`src/rtl/updi_cmd_sequencer.sv`:
```
// Command sequencer: turns one host-level UPDI access (LDCS/STCS/LDS/STS) into a
// TX (and optional RX) transaction on updi_interface and reports the result.
package updi_pkg;
    typedef enum logic [2:0] {
        UPDI_LDS    = 3'd0,
        UPDI_LD     = 3'd1,
        UPDI_STS    = 3'd2,
        UPDI_ST     = 3'd3,
        UPDI_LDCS   = 3'd4,
        UPDI_REPEAT = 3'd5,
        UPDI_STCS   = 3'd6,
        UPDI_KEY    = 3'd7
    } updi_instruction;
endpackage

module updi_cmd_sequencer
    import updi_pkg::*;
#(
    parameter int MAX_DATA_SIZE  = 64,
    parameter int DATA_ADDR_BITS = $clog2(MAX_DATA_SIZE),
    parameter int TIMEOUT_CYCLES = 65535
) (
    input  logic                           clk,
    input  logic                           rst,
    input  logic                           req_valid,
    output logic                           req_ready,
    input  logic [1:0]                     req_op,
    input  logic [3:0]                     req_cs_addr,
    input  logic [15:0]                    req_addr,
    input  logic [7:0]                     req_wdata,
    output logic                           rsp_valid,
    output logic [7:0]                     rsp_rdata,
    output logic                           rsp_error,
    output updi_instruction                instruction,
    output logic [1:0]                     size_a,
    output logic [1:0]                     size_b,
    output logic [1:0]                     ptr,
    output logic [1:0]                     size_c,
    output logic [3:0]                     cs_addr,
    output logic                           sib,
    output logic [MAX_DATA_SIZE-1:0][7:0]  data,
    output logic [DATA_ADDR_BITS-1:0]      data_len,
    output logic [MAX_DATA_SIZE-1:0]       wait_ack_after,
    output logic                           tx_start,
    input  logic                           tx_ready,
    output logic [DATA_ADDR_BITS-1:0]      rx_n_bytes,
    output logic                           rx_start,
    input  logic                           rx_ready,
    input  logic                           ack_error,
    input  logic [7:0]                     rx_fifo_data,
    input  logic                           rx_fifo_empty,
    output logic                           rx_fifo_rd_en
);

    localparam int TMR_W = $clog2(TIMEOUT_CYCLES + 1);
    localparam logic [TMR_W-1:0] TMR_LAST = TMR_W'(TIMEOUT_CYCLES - 1);

    typedef enum logic [2:0] {
        S_IDLE, S_TX_START, S_TX_BUSY, S_TX_WAIT, S_RX_START, S_RX_WAIT, S_POP, S_DONE
    } state_t;

    state_t           state_r;
    logic [TMR_W-1:0] timer_r;
    logic             timeout_s;

    assign timeout_s = (timer_r == TMR_LAST);
    assign sib       = 1'b0;

    // Sequencer FSM with registered interface fields, strobes and response.
    always_ff @(posedge clk or posedge rst) begin
        if (rst) begin
            state_r        <= S_IDLE;
            timer_r        <= '0;
            req_ready      <= 1'b1;
            rsp_valid      <= 1'b0;
            rsp_rdata      <= 8'h00;
            rsp_error      <= 1'b0;
            instruction    <= UPDI_LDS;
            size_a         <= 2'd0;
            size_b         <= 2'd0;
            ptr            <= 2'd0;
            size_c         <= 2'd0;
            cs_addr        <= 4'h0;
            data           <= '0;
            data_len       <= '0;
            wait_ack_after <= '0;
            rx_n_bytes     <= '0;
            tx_start       <= 1'b0;
            rx_start       <= 1'b0;
            rx_fifo_rd_en  <= 1'b0;
        end else begin
            // Strobes are single-cycle; the timer runs only while waiting on the datapath.
            tx_start      <= 1'b0;
            rx_start      <= 1'b0;
            rx_fifo_rd_en <= 1'b0;
            rsp_valid     <= 1'b0;
            timer_r       <= (state_r == S_IDLE || state_r == S_DONE) ? '0 : timer_r + TMR_W'(1);
            case (state_r)
                S_IDLE: begin
                    if (req_valid && req_ready) begin
                        req_ready      <= 1'b0;
                        rsp_rdata      <= 8'h00;
                        rsp_error      <= 1'b0;
                        size_a         <= 2'd1;
                        size_b         <= 2'd0;
                        ptr            <= 2'd0;
                        size_c         <= 2'd0;
                        cs_addr        <= 4'h0;
                        data           <= '0;
                        data_len       <= '0;
                        wait_ack_after <= '0;
                        rx_n_bytes     <= '0;
                        case (req_op)
                            2'd0: begin
                                instruction <= UPDI_LDCS;
                                cs_addr     <= req_cs_addr;
                                rx_n_bytes  <= DATA_ADDR_BITS'(1);
                            end
                            2'd1: begin
                                instruction <= UPDI_STCS;
                                cs_addr     <= req_cs_addr;
                                data[0]     <= req_wdata;
                                data_len    <= DATA_ADDR_BITS'(1);
                            end
                            2'd2: begin
                                instruction <= UPDI_LDS;
                                data[0]     <= req_addr[7:0];
                                data[1]     <= req_addr[15:8];
                                data_len    <= DATA_ADDR_BITS'(2);
                                rx_n_bytes  <= DATA_ADDR_BITS'(1);
                            end
                            2'd3: begin
                                instruction       <= UPDI_STS;
                                data[0]           <= req_addr[7:0];
                                data[1]           <= req_addr[15:8];
                                data[2]           <= req_wdata;
                                data_len          <= DATA_ADDR_BITS'(3);
                                wait_ack_after[1] <= 1'b1;
                                wait_ack_after[2] <= 1'b1;
                            end
                            default: instruction <= UPDI_LDCS;
                        endcase
                        timer_r <= '0;
                        state_r <= S_TX_START;
                    end
                end
                S_TX_START: begin
                    if (tx_ready) begin
                        tx_start <= 1'b1;
                        timer_r  <= '0;
                        state_r  <= S_TX_BUSY;
                    end else if (timeout_s) begin
                        rsp_valid <= 1'b1;
                        rsp_error <= 1'b1;
                        rsp_rdata <= 8'h00;
                        timer_r   <= '0;
                        state_r   <= S_DONE;
                    end
                end
                S_TX_BUSY: begin
                    // A second cycle of tx_ready high means the transfer already finished.
                    if (!tx_ready || timer_r != '0) begin
                        timer_r <= '0;
                        state_r <= S_TX_WAIT;
                    end
                end
                S_TX_WAIT: begin
                    if (tx_ready) begin
                        timer_r <= '0;
                        if (ack_error) begin
                            rsp_valid <= 1'b1;
                            rsp_error <= 1'b1;
                            state_r   <= S_DONE;
                        end else if (rx_n_bytes == '0) begin
                            rsp_valid <= 1'b1;
                            rsp_error <= 1'b0;
                            state_r   <= S_DONE;
                        end else begin
                            state_r <= S_RX_START;
                        end
                    end else if (timeout_s) begin
                        rsp_valid <= 1'b1;
                        rsp_error <= 1'b1;
                        rsp_rdata <= 8'h00;
                        timer_r   <= '0;
                        state_r   <= S_DONE;
                    end
                end
                S_RX_START: begin
                    if (rx_ready) begin
                        rx_start <= 1'b1;
                        timer_r  <= '0;
                        state_r  <= S_RX_WAIT;
                    end else if (timeout_s) begin
                        rsp_valid <= 1'b1;
                        rsp_error <= 1'b1;
                        rsp_rdata <= 8'h00;
                        timer_r   <= '0;
                        state_r   <= S_DONE;
                    end
                end
                S_RX_WAIT: begin
                    if (rx_ready && !rx_fifo_empty) begin
                        rx_fifo_rd_en <= 1'b1;
                        timer_r       <= '0;
                        state_r       <= S_POP;
                    end else if (timeout_s) begin
                        rsp_valid <= 1'b1;
                        rsp_error <= 1'b1;
                        rsp_rdata <= 8'h00;
                        timer_r   <= '0;
                        state_r   <= S_DONE;
                    end
                end
                S_POP: begin
                    // FWFT FIFO: the head word is valid while rd_en is high.
                    rsp_rdata <= rx_fifo_data;
                    rsp_valid <= 1'b1;
                    rsp_error <= 1'b0;
                    timer_r   <= '0;
                    state_r   <= S_DONE;
                end
                S_DONE: begin
                    rsp_error <= 1'b0;
                    req_ready <= 1'b1;
                    state_r   <= S_IDLE;
                end
                default: begin
                    req_ready <= 1'b1;
                    state_r   <= S_IDLE;
                end
            endcase
        end
    end

endmodule
```
`config.mk`:
```
export PLATFORM = sky130hd
export DESIGN_NAME = updi_cmd_sequencer
export DESIGN_NICKNAME = d
export VERILOG_FILES = /design/src/rtl/updi_cmd_sequencer.sv
export SDC_FILE = /design/constraint.sdc
export NUM_CORES = 1
export LEC_CHECK = 0
export ABC_AREA = 0
export CORE_AREA = 2 2 254 256
export CTS_BUF_LIST = sky130_fd_sc_hd__clkbuf_4 sky130_fd_sc_hd__clkbuf_8 sky130_fd_sc_hd__clkbuf_16
export CTS_CLUSTER_SIZE = 12
export DETAILED_ROUTE_END_ITERATION = 8
export DIE_AREA = 0 0 256 258
export SLEW_MARGIN = 30
export SYNTH_ARGS = -nofsm -noshare
export SYNTH_HDL_FRONTEND = slang
export SYNTH_SLANG_ARGS = --single-unit
export TNS_END_PERCENT = 50
```
`constraint.sdc`:
```
create_clock -name clk -period 2.2 [get_ports clk]
set_input_delay 0.22 -clock clk [delete_from_list [all_inputs] [get_ports clk]]
set_output_delay 0.22 -clock clk [all_outputs]
set_load 0.02 [all_outputs]
```
==> flow_summary.toml, run 1 <==
[logic_synthesis]
seq_area_frac_synth = 0.228
synthDistinctLibCells = 47
netlist_instances = 901
ys_seq_elements = 67
ys_warn_count = 0
synthTopCellsByArea = "buf_4, dfrtp_1, nand2_1, nor2_1, nand3_1"
yosysTopAreaCellShare = 0.580
syn_avg_cell_area_um2 = 8.18
async_reset_ff_frac = 1.00
synth_area_mm2 = 0.00737
yosys.area.top_type = "buf_4"
synth_edf_count = 0
ys.flop_type = "dfrtp_1"

[power]
p_per_area_mw_per_mm2 = 904
p_leak_nw = 3.92
finalPower_mw = 6.97
max-vdd-ir-drop_mv = 0.408

[detailed_routing]
routedWlPerCell_um = 7.93
drc = 0
vias = 4235
viasPerCell = 2.27
drt_iter0_drc = 178
firstDrtPassIters = 4
wl_mm = 14.8
ant_nets = 0

[die]
io_pins = 663
die_h_um = 258
dieArea_mm2 = 0.0660
die_width_um = 256
std_cell_rows = 93
start_util = 0.116
core_region_area_mm2 = 0.0636

[layout]
post_route_cells_drive_above_1_share = 0.0474
design_area_mm2 = 0.00771
syn2layout_area_growth_pct = 4.53
layout.nets = 1055

[setup_path]
critical_path_class = "reg -> reg"
setup.worst_path.end_class = "flop"
crit_arrival_ns = 2.31
cp_max_fo = 8
start_kind = "flop"
critical_path_required_ns = 2.44

[grt]
grt.overflow.total = 0
grt_pass1_vias = 2974
grt_max_degree = 24
grt_antenna_before_repair = 0
grt_first_pass_wirelength_mm = 19.1
grt.total_usage = 0.0407

[placement]
place.gp.congestion = 0.769
pre_cts_ws_ns = 0.132
placed_cell_area_mm2 = 0.00740
dp_hpwl_mm = 12.1
numPortBuffers = 94

[clock_tree]
htreeDepth = 3
cts_root_buffer = "clkbuf_16"
numCtsBuffers = 9
cts_sinks = 67
postCtsSetupBuffers = 0
clock_path_buffers = 2
path_clk_slew_ns = 0.07
clk_latency_ns = 0.36
cts_hold_buf = 0
cts_tree = "yes"
cts_resized = 0

[sta]
finalHoldViolations = 0
fin_crit_sh = 0.940
maxSlewHeadroom = 0.454
max_clock_freq_mhz = 484
period_needed_ns = 2.07
rsz0062_at_grt = "no"
setup-violations-final = 0
slew_violations = 0
finalSetupTns_ns = 0
tightest_slew_ns = 0.814
finalWorstSetupSlack_ns = 0.133
finalClockSkew_ns = 0.0115

[hold_path]
min_path_type = "in -> async"

[status]
outcome = "finished, final reports clean"

[run]
drv_cap = 0
-- path summary, 6_finish.rpt --
check / start / end / slack (ns) / cells after the start
setup reg to reg: timer_r[0] / rsp_rdata[7] / 0.13 / 7
setup / recovery: timer_r[0] / rsp_rdata[7] / 0.13 / 7
hold reg to reg: size_a[0] / size_a[0] / 0.46 / 1
hold / removal: rst / rsp_valid / 0.21 / 2
max in group asynchronous: rst / data[0] / 1.51 / 3
min in group clk: req_cs_addr[3] / cs_addr[3] / 0.41 / 3
-- synthesized netlist by cell type (all sizes together), types with 2 or more instances --
cell      n
a21oi    11
a221oi    8
a22o      8
and3      2
buf     577
clkbuf   10
dfrtp    66
ha        3
inv       9
nand2    63
nand2b    3
nand3    25
nand3b    4
nand4     5
nor2     46
nor2b     3
nor3      7
nor3b     3
nor4      4
o211ai    2
o21ai    10
or3       3
xnor2     8
xor2      6
-- worst max-delay path: stages (launching register included) --
cell	delay (ns)
dfrtp_1	0.43
inv_1	0.10
ha_1	0.15
nand4_1	0.11
or3_1	0.41
nor3_2	0.17
o21ai_1	0.30
a22o_1	0.28
-- state kept, by name (all words and copies together) (netlist names), 2 cells and up --
register / cells
timer_r: 16
data_len: 2
state_r: 3
data: 24
rsp_rdata: 8
cs_addr: 4
-- cell usage in the layout (no fill, tap or decap), drive strengths merged, types with 2 or more instances in the layout --
cell type / Yosys / layout
nor4: 4 / 4
nor2b: 3 / 3
nor2: 46 / 46
or3: 3 / 3
clkbuf: 10 / 9
inv: 9 / 10
clkinv: 0 / 4
buf: 577 / 21
conb: 1 / 568
a21oi: 11 / 11
nand3b: 4 / 4
nand3: 25 / 25
a221oi: 8 / 8
nand2b: 3 / 3
o21ai: 10 / 10
clkdlybuf4s50: 0 / 94
dfrtp: 66 / 66
ha: 3 / 3
xnor2: 8 / 8
nor3: 7 / 7
nand4: 5 / 5
nand2: 63 / 63
xor2: 6 / 6
nor3b: 3 / 3
and3: 2 / 2
o211ai: 2 / 2
a22o: 8 / 8
-- through the flow --
stage / utilization / std cells / hold WS (ns)
floorplan: - / 1468 / 0.305
global placement: 0.116 / 1851 / 0.447
detailed placement: 0.116 / 1851 / 0.451
CTS: 0.121 / 1867 / 0.188
global route: 0.121 / 1867 / 0.211
finish: 0.121 / 1868 / 0.207
-- layer usage --
metal  up-vias  GRT usage  share of wire  wire [µm]
met5         -          0              0          0
met1      1931     0.0507           0.41       6120
li1       1917          -              -          -
met4         0     0.0224          0.021        314
met2       374     0.0623           0.46       6870
met3        13     0.0128           0.10       1500
-- cells by family (layout without fill, tap and decap cells) --
logic type / Yosys count / in the layout / share of synthesized area
buf+inv: 596 / 140 / 0.596
simple gates: 174 / 174 / 0.111
flops: 67 / 67 / 0.228
compound gates: 46 / 46 / 0.0439
xor+xnor: 14 / 14 / 0.0166
fa+ha+maj: 3 / 3 / 0.00509
other cells: 1 / 569 / 0.000509
-- area by class of cell --
type,count,area [µm²]
clock inverters,7,77.6
clock buffers,9,225
diodes,1,2.50
flip-flops and latches,67,1680
well taps,855,1070
fillers,7405,55900
inverters,9,36.3
multi-input cells,805,3450
repair buffers,115,1170
-- report_power, final --
| group | switching, mW | internal, mW |
|---|---|---|
| registers | 0.312 | 1.64 |
| logic | 2.23 | 1.19 |
| clock network | 0.696 | 0.887 |
| total | 3.24 | 3.73 |
Power figures use the tool's default switching activity.
==> run 2: changes to the inputs <==
HOLD_SLACK_MARGIN = 0.08   (was default)
==> results of run 2 <==
Final layout, timing and power as in run 1 (identical DEF).
